**src/rtl/uart_word_sender_if.sv**
```systemverilog
// uart_word_sender_if
// Bundles the word-feeder signals between the debug logic / UART transmitter
// side (master) and the word sender itself (slave).
//   wr_en, word_in   : word push from the debug logic
//   tx_done_tick     : end-of-frame pulse from the UART transmitter
//   tx_start         : one-cycle start pulse to the transmitter
//   data_out         : byte presented to the transmitter
//   full, empty      : word FIFO status
//   busy             : sender has work in flight or queued
//   overflow         : one-cycle pulse, a pushed word was dropped
interface uart_word_sender_if #(
  parameter int NBITS  = 8,
  parameter int NBYTES = 4
);
  logic                      wr_en;
  logic [NBITS*NBYTES-1:0]   word_in;
  logic                      tx_done_tick;
  logic                      tx_start;
  logic [NBITS-1:0]          data_out;
  logic                      full;
  logic                      empty;
  logic                      busy;
  logic                      overflow;

  modport master (
    output wr_en, word_in, tx_done_tick,
    input  tx_start, data_out, full, empty, busy, overflow
  );

  modport slave (
    input  wr_en, word_in, tx_done_tick,
    output tx_start, data_out, full, empty, busy, overflow
  );
endinterface

```
**src/rtl/uart_word_sender.sv**
```systemverilog
// uart_word_sender
// Queues NBYTES*NBITS-bit words in a small FIFO and feeds them to a UART
// transmitter one byte at a time, least-significant byte first. Each byte is
// offered with a one-cycle tx_start pulse; the next byte waits for the
// transmitter's tx_done_tick.
// Ports:
//   clk    : clock, all state updates on the rising edge
//   reset  : synchronous, active-high
//   bus    : uart_word_sender_if.slave (word push, transmitter handshake,
//            FIFO status, busy and overflow)
//
// state | meaning
// IDLE  | no byte in flight; pops the FIFO head when a word is waiting
// SEND  | tx_start is high this cycle, data_out holds the current byte
// WAIT  | byte handed over, waiting for tx_done_tick from the transmitter
module uart_word_sender #(
  parameter int NBITS      = 8,
  parameter int NBYTES     = 4,
  parameter int FIFO_DEPTH = 4
) (
  input  logic               clk,
  input  logic               reset,
  uart_word_sender_if.slave  bus
);
  localparam int W   = NBITS * NBYTES;
  localparam int PW  = $clog2(FIFO_DEPTH);
  localparam int CW  = PW + 1;
  localparam int BCW = (NBYTES > 1) ? $clog2(NBYTES) : 1;

  localparam logic [CW-1:0]  DEPTH_C   = CW'(FIFO_DEPTH);
  localparam logic [BCW-1:0] LAST_BYTE = BCW'(NBYTES - 1);

  typedef enum logic [2:0] {
    IDLE = 3'b001,
    SEND = 3'b010,
    WAIT = 3'b100
  } state_t;

  state_t           state;
  logic [W-1:0]     mem [FIFO_DEPTH];
  logic [PW-1:0]    rd_ptr;
  logic [PW-1:0]    wr_ptr;
  logic [CW-1:0]    count;
  logic [W-1:0]     shreg;
  logic [W-1:0]     shreg_next;
  logic [W-1:0]     head;
  logic [BCW-1:0]   byte_cnt;
  logic             tx_start_q;
  logic [NBITS-1:0] data_out_q;
  logic             overflow_q;
  logic             full;
  logic             empty;
  logic             push;
  logic             pop;

  assign full       = (count == DEPTH_C);
  assign empty      = (count == '0);
  // A word offered while full is dropped even if a pop frees a slot in the
  // same cycle, so acceptance depends only on the registered count.
  assign push       = bus.wr_en && !full;
  assign pop        = (state == IDLE) && !empty;
  assign head       = mem[rd_ptr];
  assign shreg_next = shreg >> NBITS;

  always_ff @(posedge clk) begin
    if (push) begin
      mem[wr_ptr] <= bus.word_in;
    end
  end

  always_ff @(posedge clk) begin
    if (reset) begin
      rd_ptr     <= '0;
      wr_ptr     <= '0;
      count      <= '0;
      overflow_q <= 1'b0;
    end else begin
      overflow_q <= bus.wr_en && full;
      if (push) begin
        wr_ptr <= wr_ptr + PW'(1);
      end
      if (pop) begin
        rd_ptr <= rd_ptr + PW'(1);
      end
      case ({push, pop})
        2'b10:   count <= count + CW'(1);
        2'b01:   count <= count - CW'(1);
        default: count <= count;
      endcase
    end
  end

  // tx_start and data_out are registered on the transition into SEND, so
  // they line up with the SEND cycle itself.
  always_ff @(posedge clk) begin
    if (reset) begin
      state      <= IDLE;
      shreg      <= '0;
      byte_cnt   <= '0;
      tx_start_q <= 1'b0;
      data_out_q <= '0;
    end else begin
      tx_start_q <= 1'b0;
      case (state)
        IDLE: begin
          if (!empty) begin
            shreg      <= head;
            byte_cnt   <= '0;
            data_out_q <= head[NBITS-1:0];
            tx_start_q <= 1'b1;
            state      <= SEND;
          end
        end
        SEND: begin
          state <= WAIT;
        end
        WAIT: begin
          if (bus.tx_done_tick) begin
            if (byte_cnt == LAST_BYTE) begin
              state <= IDLE;
            end else begin
              shreg      <= shreg_next;
              byte_cnt   <= byte_cnt + BCW'(1);
              data_out_q <= shreg_next[NBITS-1:0];
              tx_start_q <= 1'b1;
              state      <= SEND;
            end
          end
        end
        default: begin
          state    <= IDLE;
          byte_cnt <= '0;
          shreg    <= '0;
        end
      endcase
    end
  end

  assign bus.tx_start = tx_start_q;
  assign bus.data_out = data_out_q;
  assign bus.full     = full;
  assign bus.empty    = empty;
  assign bus.overflow = overflow_q;
  assign bus.busy     = (state != IDLE) || !empty;
endmodule

```
**src/flat_wrapper.sv**
```systemverilog
// flat-port wrapper written by rule: the top's interface ports become plain ports
module uart_word_sender_flat 
#(
  parameter int NBITS      = 8,
  parameter int NBYTES     = 4,
  parameter int FIFO_DEPTH = 4
)
  (clk, reset, bus_wr_en, bus_word_in, bus_tx_done_tick, bus_tx_start, bus_data_out, bus_full, bus_empty, bus_busy, bus_overflow);
  uart_word_sender_if #(.NBITS(NBITS), .NBYTES(NBYTES)) bus_i ();
  input  logic clk;
  input  logic reset;
  input wire logic [$bits(bus_i.wr_en)-1:0] bus_wr_en;
  input wire logic [$bits(bus_i.word_in)-1:0] bus_word_in;
  input wire logic [$bits(bus_i.tx_done_tick)-1:0] bus_tx_done_tick;
  output wire logic [$bits(bus_i.tx_start)-1:0] bus_tx_start;
  output wire logic [$bits(bus_i.data_out)-1:0] bus_data_out;
  output wire logic [$bits(bus_i.full)-1:0] bus_full;
  output wire logic [$bits(bus_i.empty)-1:0] bus_empty;
  output wire logic [$bits(bus_i.busy)-1:0] bus_busy;
  output wire logic [$bits(bus_i.overflow)-1:0] bus_overflow;
  assign bus_i.wr_en = bus_wr_en;
  assign bus_i.word_in = bus_word_in;
  assign bus_i.tx_done_tick = bus_tx_done_tick;
  assign bus_tx_start = bus_i.tx_start;
  assign bus_data_out = bus_i.data_out;
  assign bus_full = bus_i.full;
  assign bus_empty = bus_i.empty;
  assign bus_busy = bus_i.busy;
  assign bus_overflow = bus_i.overflow;
  uart_word_sender #(.NBITS(NBITS), .NBYTES(NBYTES), .FIFO_DEPTH(FIFO_DEPTH)) u_core (.clk(clk), .reset(reset), .bus(bus_i));
endmodule
```
**config.mk**
```make
export PLATFORM = sky130hd
export DESIGN_NAME = uart_word_sender_flat
export DESIGN_NICKNAME = d
export VERILOG_FILES = /design/src/rtl/uart_word_sender_if.sv /design/src/rtl/uart_word_sender.sv /design/src/flat_wrapper.sv
export SDC_FILE = /design/constraint.sdc
export NUM_CORES = 1
export LEC_CHECK = 0
export CORE_MARGIN = 5
export CORE_UTILIZATION = 40
export CTS_BUF_LIST = sky130_fd_sc_hd__clkbuf_2 sky130_fd_sc_hd__clkbuf_4 sky130_fd_sc_hd__clkbuf_8
export DETAILED_ROUTE_END_ITERATION = 12
export SLEW_MARGIN = 20
export SYNTH_ARGS = -nofsm -noshare
export SYNTH_HDL_FRONTEND = slang
export SYNTH_SLANG_ARGS = --single-unit
```
**constraint.sdc**
```tcl
create_clock -name clk -period 2.5 [get_ports clk]
set_input_delay 0.5 -clock clk [delete_from_list [all_inputs] [get_ports clk]]
set_output_delay 0.5 -clock clk [all_outputs]
set_load 0.05 [all_outputs]
```
After elaboration in Yosys (flattened, before gate mapping). Memories as Yosys holds them, arrays and structs flattened. A register that Yosys moved wholly into a read port is not among the register bits. Cells that the tools add are included.

Register bits after elaboration: 54. RAM bits: 128. Logic and storage cells: 64. Memories kept: 1.

Memories: u_core.mem (depth 4, width 32, read ports 1, clocked after memory_dff 1, write ports 1, line uart_word_sender.sv:40) `logic [W-1:0] mem [FIFO_DEPTH];`.

$add $sub $neg: 5. Eq/ne operators: 11. Multiplexer cells: 25. Bitwise operators: 1. Reduce and logical (&&, ||, !) cells: 12.

Operator list (number): $mux 32 (3); $pmux 32 s3 (1); $mux 8 (3); $pmux 8 s2 (1); $mux 2 (6); $pmux 3 s3 (1); $reduce_and 4->1 (2); $add 2x1->2 const B (3); $eq 3x3->1 const B (2); $mux 3 (2); $ne 2x2->1 const B (3); $pmux 2 s3 (1); $pmux 3 s2 (1); $mux 1 (5); $eq 2x2->1 const B (2); $reduce_bool 2->1 (2); $add 3x1->3 const B (1); $eq 3x1->1 const B (1); $eq 3x2->1 const B (1); $logic_and 1x1->1 (3); $logic_not 3->1 (1); $ne 3x1->1 const B (1); $sub 3x1->3 const B (1); $eq 2x1->1 const B (1); 5 further kinds (6).

Logic depth before layout (Yosys ltp). Gate-level depths: netlist of the first run.

Depth in word-level cells: 5. Mapped depth: 9. Depth with buffers taken out: 9.

Least setup slack after synthesis of the first run. OpenSTA, ideal clock, no wires.

Path kind: reg-to-reg. Start point: register u_core.state[0]. End point: register u_core.count[2]. Setup time: 71 ps. Arrival: 2183 ps. Data required time: 2429 ps. Slack: 246 ps. Cell stages (with the launch flop): 10. Cells stage by stage: dfxtp_1 > buf_2 > or3b_1 > nor2_1 > ha_1 > inv_1 > fa_1 > xor2_1 > or3_1 > a21oi_1.

Word-level cells in the longest chain between the ends: 4. Elaborated cells between the ends (all ways): 6. Classes of those cells: 3 x eq/ne; 1 x mux; 2 x reduce/logical.

RTL lines: from (decl) (line uart_word_sender.sv:39) `state_t state;`; from (signal assigned) (line uart_word_sender.sv:97) `state <= IDLE;`; from (signal assigned) (line uart_word_sender.sv:111) `state <= SEND;`; from (signal assigned) (line uart_word_sender.sv:115) `state <= WAIT;`; $eq 3x1->1 * (line uart_word_sender.sv:61) `assign pop = (state == IDLE) && !empty;`; $logic_and 1x1->1 * (line uart_word_sender.sv:61); net u_core.pop (line uart_word_sender.sv:54) `logic pop;`; $eq 2x1->1 / $eq 2x2->1 (equally long branches) (line uart_word_sender.sv:85) `case ({push, pop})`; $pmux 3 s2 / $reduce_bool 2->1 (equally long branches); to (signal assigned) (line uart_word_sender.sv:86) `2'b10: count <= count + CW'(1);`; to (signal assigned) (line uart_word_sender.sv:87) `2'b01: count <= count - CW'(1);`; to (signal assigned) (line uart_word_sender.sv:88) `default: count <= count;`; to (decl) (line uart_word_sender.sv:43) `logic [CW-1:0] count;`.

The timed path passes the listed nets; every way through them passes the cells marked *. A chain may end at the register's enable or synchronous reset.

Worst setup path after layout of the first run.
Start point: register u_core.count[2]. End point: register u_core.count[2].

Word-level cells in the longest chain between the ends: 5. Elaborated cells between the ends (all ways): 12. Classes of those cells: 2 x add/sub; 3 x eq/ne; 1 x mux; 6 x reduce/logical.

RTL lines (line): $eq 3x3->1 / $logic_not 3->1 (equally long branches) (uart_word_sender.sv:56, uart_word_sender.sv:57); $logic_not 1->1 (on tied branches) (uart_word_sender.sv:60, uart_word_sender.sv:61); $logic_and 1x1->1 (on tied branches) (uart_word_sender.sv:60, uart_word_sender.sv:61); $eq 2x1->1 / $eq 2x2->1 (equally long branches) (uart_word_sender.sv:85); $pmux 3 s2 / $reduce_bool 2->1 (equally long branches).

Several ways; a longest one is shown, not always the timed one.

==> impl_metrics.ini, run 1 <==
[cells_and_area]
area_growth_pct = 16.00
drive_gt1_share_pct = 18.61
nets = 563
diodes = 0

[clocking]
clk_pin_slew_ns = 0.09
post_cts_resized = 2
post_cts_buffers = 0
holdBufCountCts = 0
clk_path_buf_depth = 2
htreeDepth = 4
numCtsBuffers = 17
clkLatencyLatePin_ns = 0.45
cts_sinks = 176
cts-root-buf = clkbuf_8
cts_tree = yes

[sta]
setup_ws_ns = 0.08640
hold_violations = 0
period_share_pct = 96.54
worst_slew_pin_slew_ns = 0.7227
slew_headroom_pct = 51.54
fin_crit_ns = 2.414
hold_ws_ns = 0.4757
clock_skew_ns = 0.007411
finalMaxSlewViolations = 0
fmax_mhz = 414.3
setup_viol = 0

[routing]
drc = 0
route.met3.wl_um = 505
routed_wl_mm = 13.55
wl_met2_mm = 6.725
antenna_left = 0
first_pass_iters = 4
first_iter_violations = 212
avgRoutedWirePerCell_um = 17.90
via_per_inst = 5.124
vias = 3879
top_layer = met4
met1_length_mm = 6.176

[yosys]
yosysUniqueCellTypes = 46
synthCells = 464
yosysSeqAreaShare_pct = 68.44
yosysTopAreaCell = edfxtp_1
synth_ff_type = edfxtp_1
synth-seq-cells = 176
yosys-top-cells-count = edfxtp_1, dfxtp_1, nor2_1
synth.most_common_cell = edfxtp_1
synth.net_count = 507
synth_edf_count = 128
synthArstFlopShare_pct = 0
synth.area.top_cells = edfxtp_1, dfxtp_1, mux4_2, mux2i_1, a211oi_1
yosys_warnings = 0
syn_area_per_cell_um2 = 15.13
synth_top_area_share_pct = 54.75
syn_area_um2 = 7020

[power_and_ir_drop]
leakagePower_uw = 0.002635
p_per_area_nw_per_um2 = 1096
irDropWorstVdd_mv = 0.8045

[placement]
portBuffers = 48
post-dp-hpwl_mm = 8.380
preCtsSetupSlack_ns = 0.03681
finalWeightedCongestion = 0.7505

[floorplanning]
fp.dieW_um = 142.5
core-area_um2 = 17240
start_util_pct = 40.73
io_pins = 49
num_rows = 48
fp.dieArea_um2 = 20300
die_height_um = 142.5

[worst_setup_path]
start_kind = register
slowest_stage = or3b_4
critPathRequiredTime_ns = 2.87
cp_slowest_stage_delay_ns = 0.44
crit_chain = or3b_4 > and2_1 > inv_2 > ha_1 > inv_1 > fa_1 > xor2_1 > or3_1 > a21oi_1
critPathCaptureType = register
r2r-start = u_core.count[2]
setup.worst_path.class = register to register
critPathLaunch = u_core.count[2]
crit_fanout = 7
crit_arrival_ns = 2.79

[min_path]
min_from = u_core.shreg[25]
hold_path_class = register to register

[status]
status = completed

[global_routing]
grt_pass1_wl_mm = 21.85
grt_util_all_layers_pct = 14.04
antenna_found_initial = 0
grt_max_degree = 50
grt-ovfl-total = 0
grt_pass1_vias = 4069

[job]
maxCapViolCount = 0
[sequential cells by signal (all words and copies together), names as in the netlist, named ones only]
signal and count:
u_core.state 3, u_core.count 3, u_core.rd_ptr 2, u_core.bus.data_out 8, u_core.mem 128, u_core.wr_ptr 2, u_core.bus.tx_start 1, u_core.shreg 24
u_core.byte_cnt 2, u_core.bus.overflow 1
[critical path, delay by kind of cell, from the launching register on]
family	cells	cell delay (ns)
DFF	1	0.39
buffers and inverters	2	0.12
AOI/OAI and AO/OA	1	0.17
xor gates and xnor gates	1	0.17
and+or+nand+nor	3	0.96
adders and majority gates	2	0.54
[routing by layer]
metal	vias to the layer above	track usage, %
met2	67	22.73
li1	1865	-
met1	1938	18.58
met4	0	3.602
met3	9	4.267
met5	-	0
[area by class of cell]
class	instances	area (um^2)
Sequential cell	176	4806
Tap cell	225	281.5
Multi-Input combinational cell	250	2019
Clock buffer	17	234.0
Inverter	8	31.28
Clock inverter	14	96.34
Fill cell	1483	9092
Timing Repair Buffer	67	675.6
[worst paths after layout]
check        slack (ns)                to  depth (start not counted)
max reg2reg        0.09   u_core.count[2]                          9
min                0.48  u_core.shreg[25]                          2
max                0.09   u_core.count[2]                          9
min reg2reg        0.48  u_core.shreg[25]                          2
[kinds of logic (layout without fill, tap and decap cells)]
family | count (synthesis) | after routing | synth area share (%)
AOI/OAI and AO/OA | 74 | 74 | 7.913
xor gates and xnor gates | 5 | 5 | 0.6239
muxes | 50 | 50 | 9.981
buffers and inverters | 38 | 106 | 3.030
and+or+nand+nor | 114 | 114 | 8.662
DFF | 176 | 176 | 68.44
adders and majority gates | 7 | 7 | 1.354
[where the power goes]
| part | switching (uW) | internal (uW) | total (uW) |
|---|---|---|---|
| Combinational | 2020 | 1340 | 3370 |
| Sequential | 255 | 3640 | 3900 |
| Clock | 980 | 676 | 1660 |
[cell usage in the layout (no fill, tap or decap), types with 9 or more instances in the layout]
master / instances
edfxtp_1: 128
dfxtp_1: 47
clkdlybuf4s50_1: 44
nor2_1: 39
mux2i_1: 34
a211oi_1: 21
a21oi_1: 21
nand2_1: 19
clkbuf_8: 17
mux4_2: 16
buf_4: 15
nand2b_1: 12
nor2_2: 11
a211oi_2: 11
o21ai_1: 9
[per-stage QoR]
| step | power, uW | util [%] | TNS [ns] | area, um^2 | cells |
|---|---|---|---|---|---|
| global placement | 7279 | 45.25 | 0 | 7800 | 726 |
| global route | 9483 | 47.25 | -0.007460 | 8144 | 757 |
| finish | 8923 | 47.25 | 0 | 8144 | 757 |
| detailed placement | 7337 | 45.25 | 0 | 7800 | 726 |
| CTS | 8992 | 47.15 | 0 | 8128 | 757 |
| floorplan | 6529 | - | 0 | 7020 | 464 |
(Power assumes the default switching activity.)
==> inputs of run 2 (changes only) <==
--- a/config.mk
+++ b/config.mk
@@ -5,11 +5,14 @@
 export SDC_FILE = /design/constraint.sdc
 export NUM_CORES = 1
 export LEC_CHECK = 0
+export CELL_PAD_IN_SITES_DETAIL_PLACEMENT = 1
+export CELL_PAD_IN_SITES_GLOBAL_PLACEMENT = 2
 export CORE_MARGIN = 5
 export CORE_UTILIZATION = 40
 export CTS_BUF_LIST = sky130_fd_sc_hd__clkbuf_2 sky130_fd_sc_hd__clkbuf_4 sky130_fd_sc_hd__clkbuf_8
 export DETAILED_ROUTE_END_ITERATION = 12
-export SLEW_MARGIN = 20
+export PLACE_DENSITY_LB_ADDON = 0.1
+export SLEW_MARGIN = 25
 export SYNTH_ARGS = -nofsm -noshare
 export SYNTH_HDL_FRONTEND = slang
 export SYNTH_SLANG_ARGS = --single-unit
==> impl_metrics.ini, run 2 (synthesized netlist as in run 1, its figures left out) <==
[cells_and_area]
area_growth_pct = 16.54
largest_reg_flops = 128
final_common_cell = edfxtp_1
diodes = 0
drive_gt1_share_pct = 18.98
nets = 562
final_cell_mix = edfxtp_1, dfxtp_1, clkdlybuf4s50_1
top_register = u_core.mem

[clocking]
cts-root-buf = clkbuf_8
clk_path_buf_depth = 2
post_cts_buffers = 0
clkLatencyLatePin_ns = 0.46
htreeDepth = 4
cts_tree = yes
clk_pin_slew_ns = 0.10
holdBufCountCts = 0
cts_sinks = 176
post_cts_resized = 2
numCtsBuffers = 17

[placement]
finalWeightedCongestion = 0.7424
post-dp-hpwl_mm = 9.143
preCtsSetupSlack_ns = 0.03661
portBuffers = 48

[floorplanning]
fp.dieW_um = 142.5
fp.dieArea_um2 = 20300
io_pins = 49
core-area_um2 = 17240
die_height_um = 142.5
start_util_pct = 40.73
num_rows = 48

[routing]
first_pass_iters = 5
routed_wl_mm = 14.62
vias = 3866
avgRoutedWirePerCell_um = 19.31
drc = 0
antenna_left = 0
via_per_inst = 5.107
first_iter_violations = 143

[worst_setup_path]
r2r_slack_ns = 0.11
start_kind = register
crit_fanout = 5
r2r-start = u_core.count[2]
regToRegEndpoint = u_core.count[2]
setup.worst_path.class = register to output port
reg2regPathDepth = 9
crit_arrival_ns = 1.90
critPathRequiredTime_ns = 2.00
critPathCaptureType = output port

[global_routing]
grt_pass1_wl_mm = 23.21
grt_util_all_layers_pct = 15.16
antenna_found_initial = 0
grt-ovfl-total = 0
grt_max_degree = 50
grt_pass1_vias = 4265

[sta]
hold_violations = 0
worst_slew_pin_slew_ns = 0.7173
clock_skew_ns = 0.01582
setup_viol = 0
fmax_mhz = 416.3
setup_ws_ns = 0.09761
finalMaxSlewViolations = 0
fin_crit_ns = 2.402
rsz0062_at_grt = no
period_share_pct = 96.10
slew_headroom_pct = 52.01
fin_setup_tns_ns = 0

[power_and_ir_drop]
leakagePower_uw = 0.002664
irDropWorstVdd_mv = 0.6632
p_total_uw = 9188
p_per_area_nw_per_um2 = 1123

[min_path]
hold_path_class = register to register
hold_depth = 2
worstHoldEndpoint = u_core.shreg[30]
min_from = u_core.shreg[30]

[status]
status = completed

[job]
maxCapViolCount = 0
[run 2: changes by cell type in the layout (fill, tap and decap cells not counted), sizes merged]
cell      previous run  this run
bufinv               0         1
inv                  8        13
clkbuf              17        19
clkinv              11         7
clkinvlp             3         0
buf                 21        20
[run 2: routing by layer]
layer,vias to the layer above,share of wire (%),track usage (%)
met1,1932,45,18.62
met3,14,2.8,3.495
met5,-,0,0
li1,1866,-,-
met4,0,1.4,5.053
met2,54,51,26.41
[run 2: power breakdown]
| group | switching (uW) | leakage, uW | internal, uW |
|---|---|---|---|
| clock | 1050 | 0.000198 | 831 |
| combinational | 2090 | 0.000895 | 1350 |
| sequential | 229 | 0.00157 | 3650 |
[run 2: worst max path at each step]
stage,start,to
floorplan,u_core.state[0],u_core.count[2]
global placement,u_core.count[0],u_core.byte_cnt[1]
detailed placement,bus_wr_en,u_core.count[2]
CTS,u_core.count[2],bus_empty
global route,u_core.count[2],bus_empty
finish,u_core.count[2],bus_empty
[run 2: critical path: stages (launching register included)]
cell	delay, ns
dfxtp_1	0.35
or3_4	0.41
clkinv_2	0.11
dlygate4sd2_1	0.56
[run 2: per-stage QoR]
stage               cell area, um^2  utilization, %  instances  hold WS (ns)
floorplan                      7020               -        464        0.4425
global placement               7792           45.21        725        0.4618
detailed placement             7804           45.27        725        0.4702
CTS                            8177           47.44        757        0.4725
global route                   8182           47.47        757        0.4976
finish                         8182           47.47        757        0.4838
[run 2: layout make-up]
| class | instances | area (um^2) |
|---|---|---|
| Sequential cell | 176 | 4806 |
| Timing Repair Buffer | 66 | 668.1 |
| Clock buffer | 19 | 249.0 |
| Multi-Input combinational cell | 250 | 2019 |
| Fill cell | 1687 | 9055 |
| Clock inverter | 13 | 126.4 |
| Tap cell | 225 | 281.5 |
| Inverter | 8 | 31.28 |
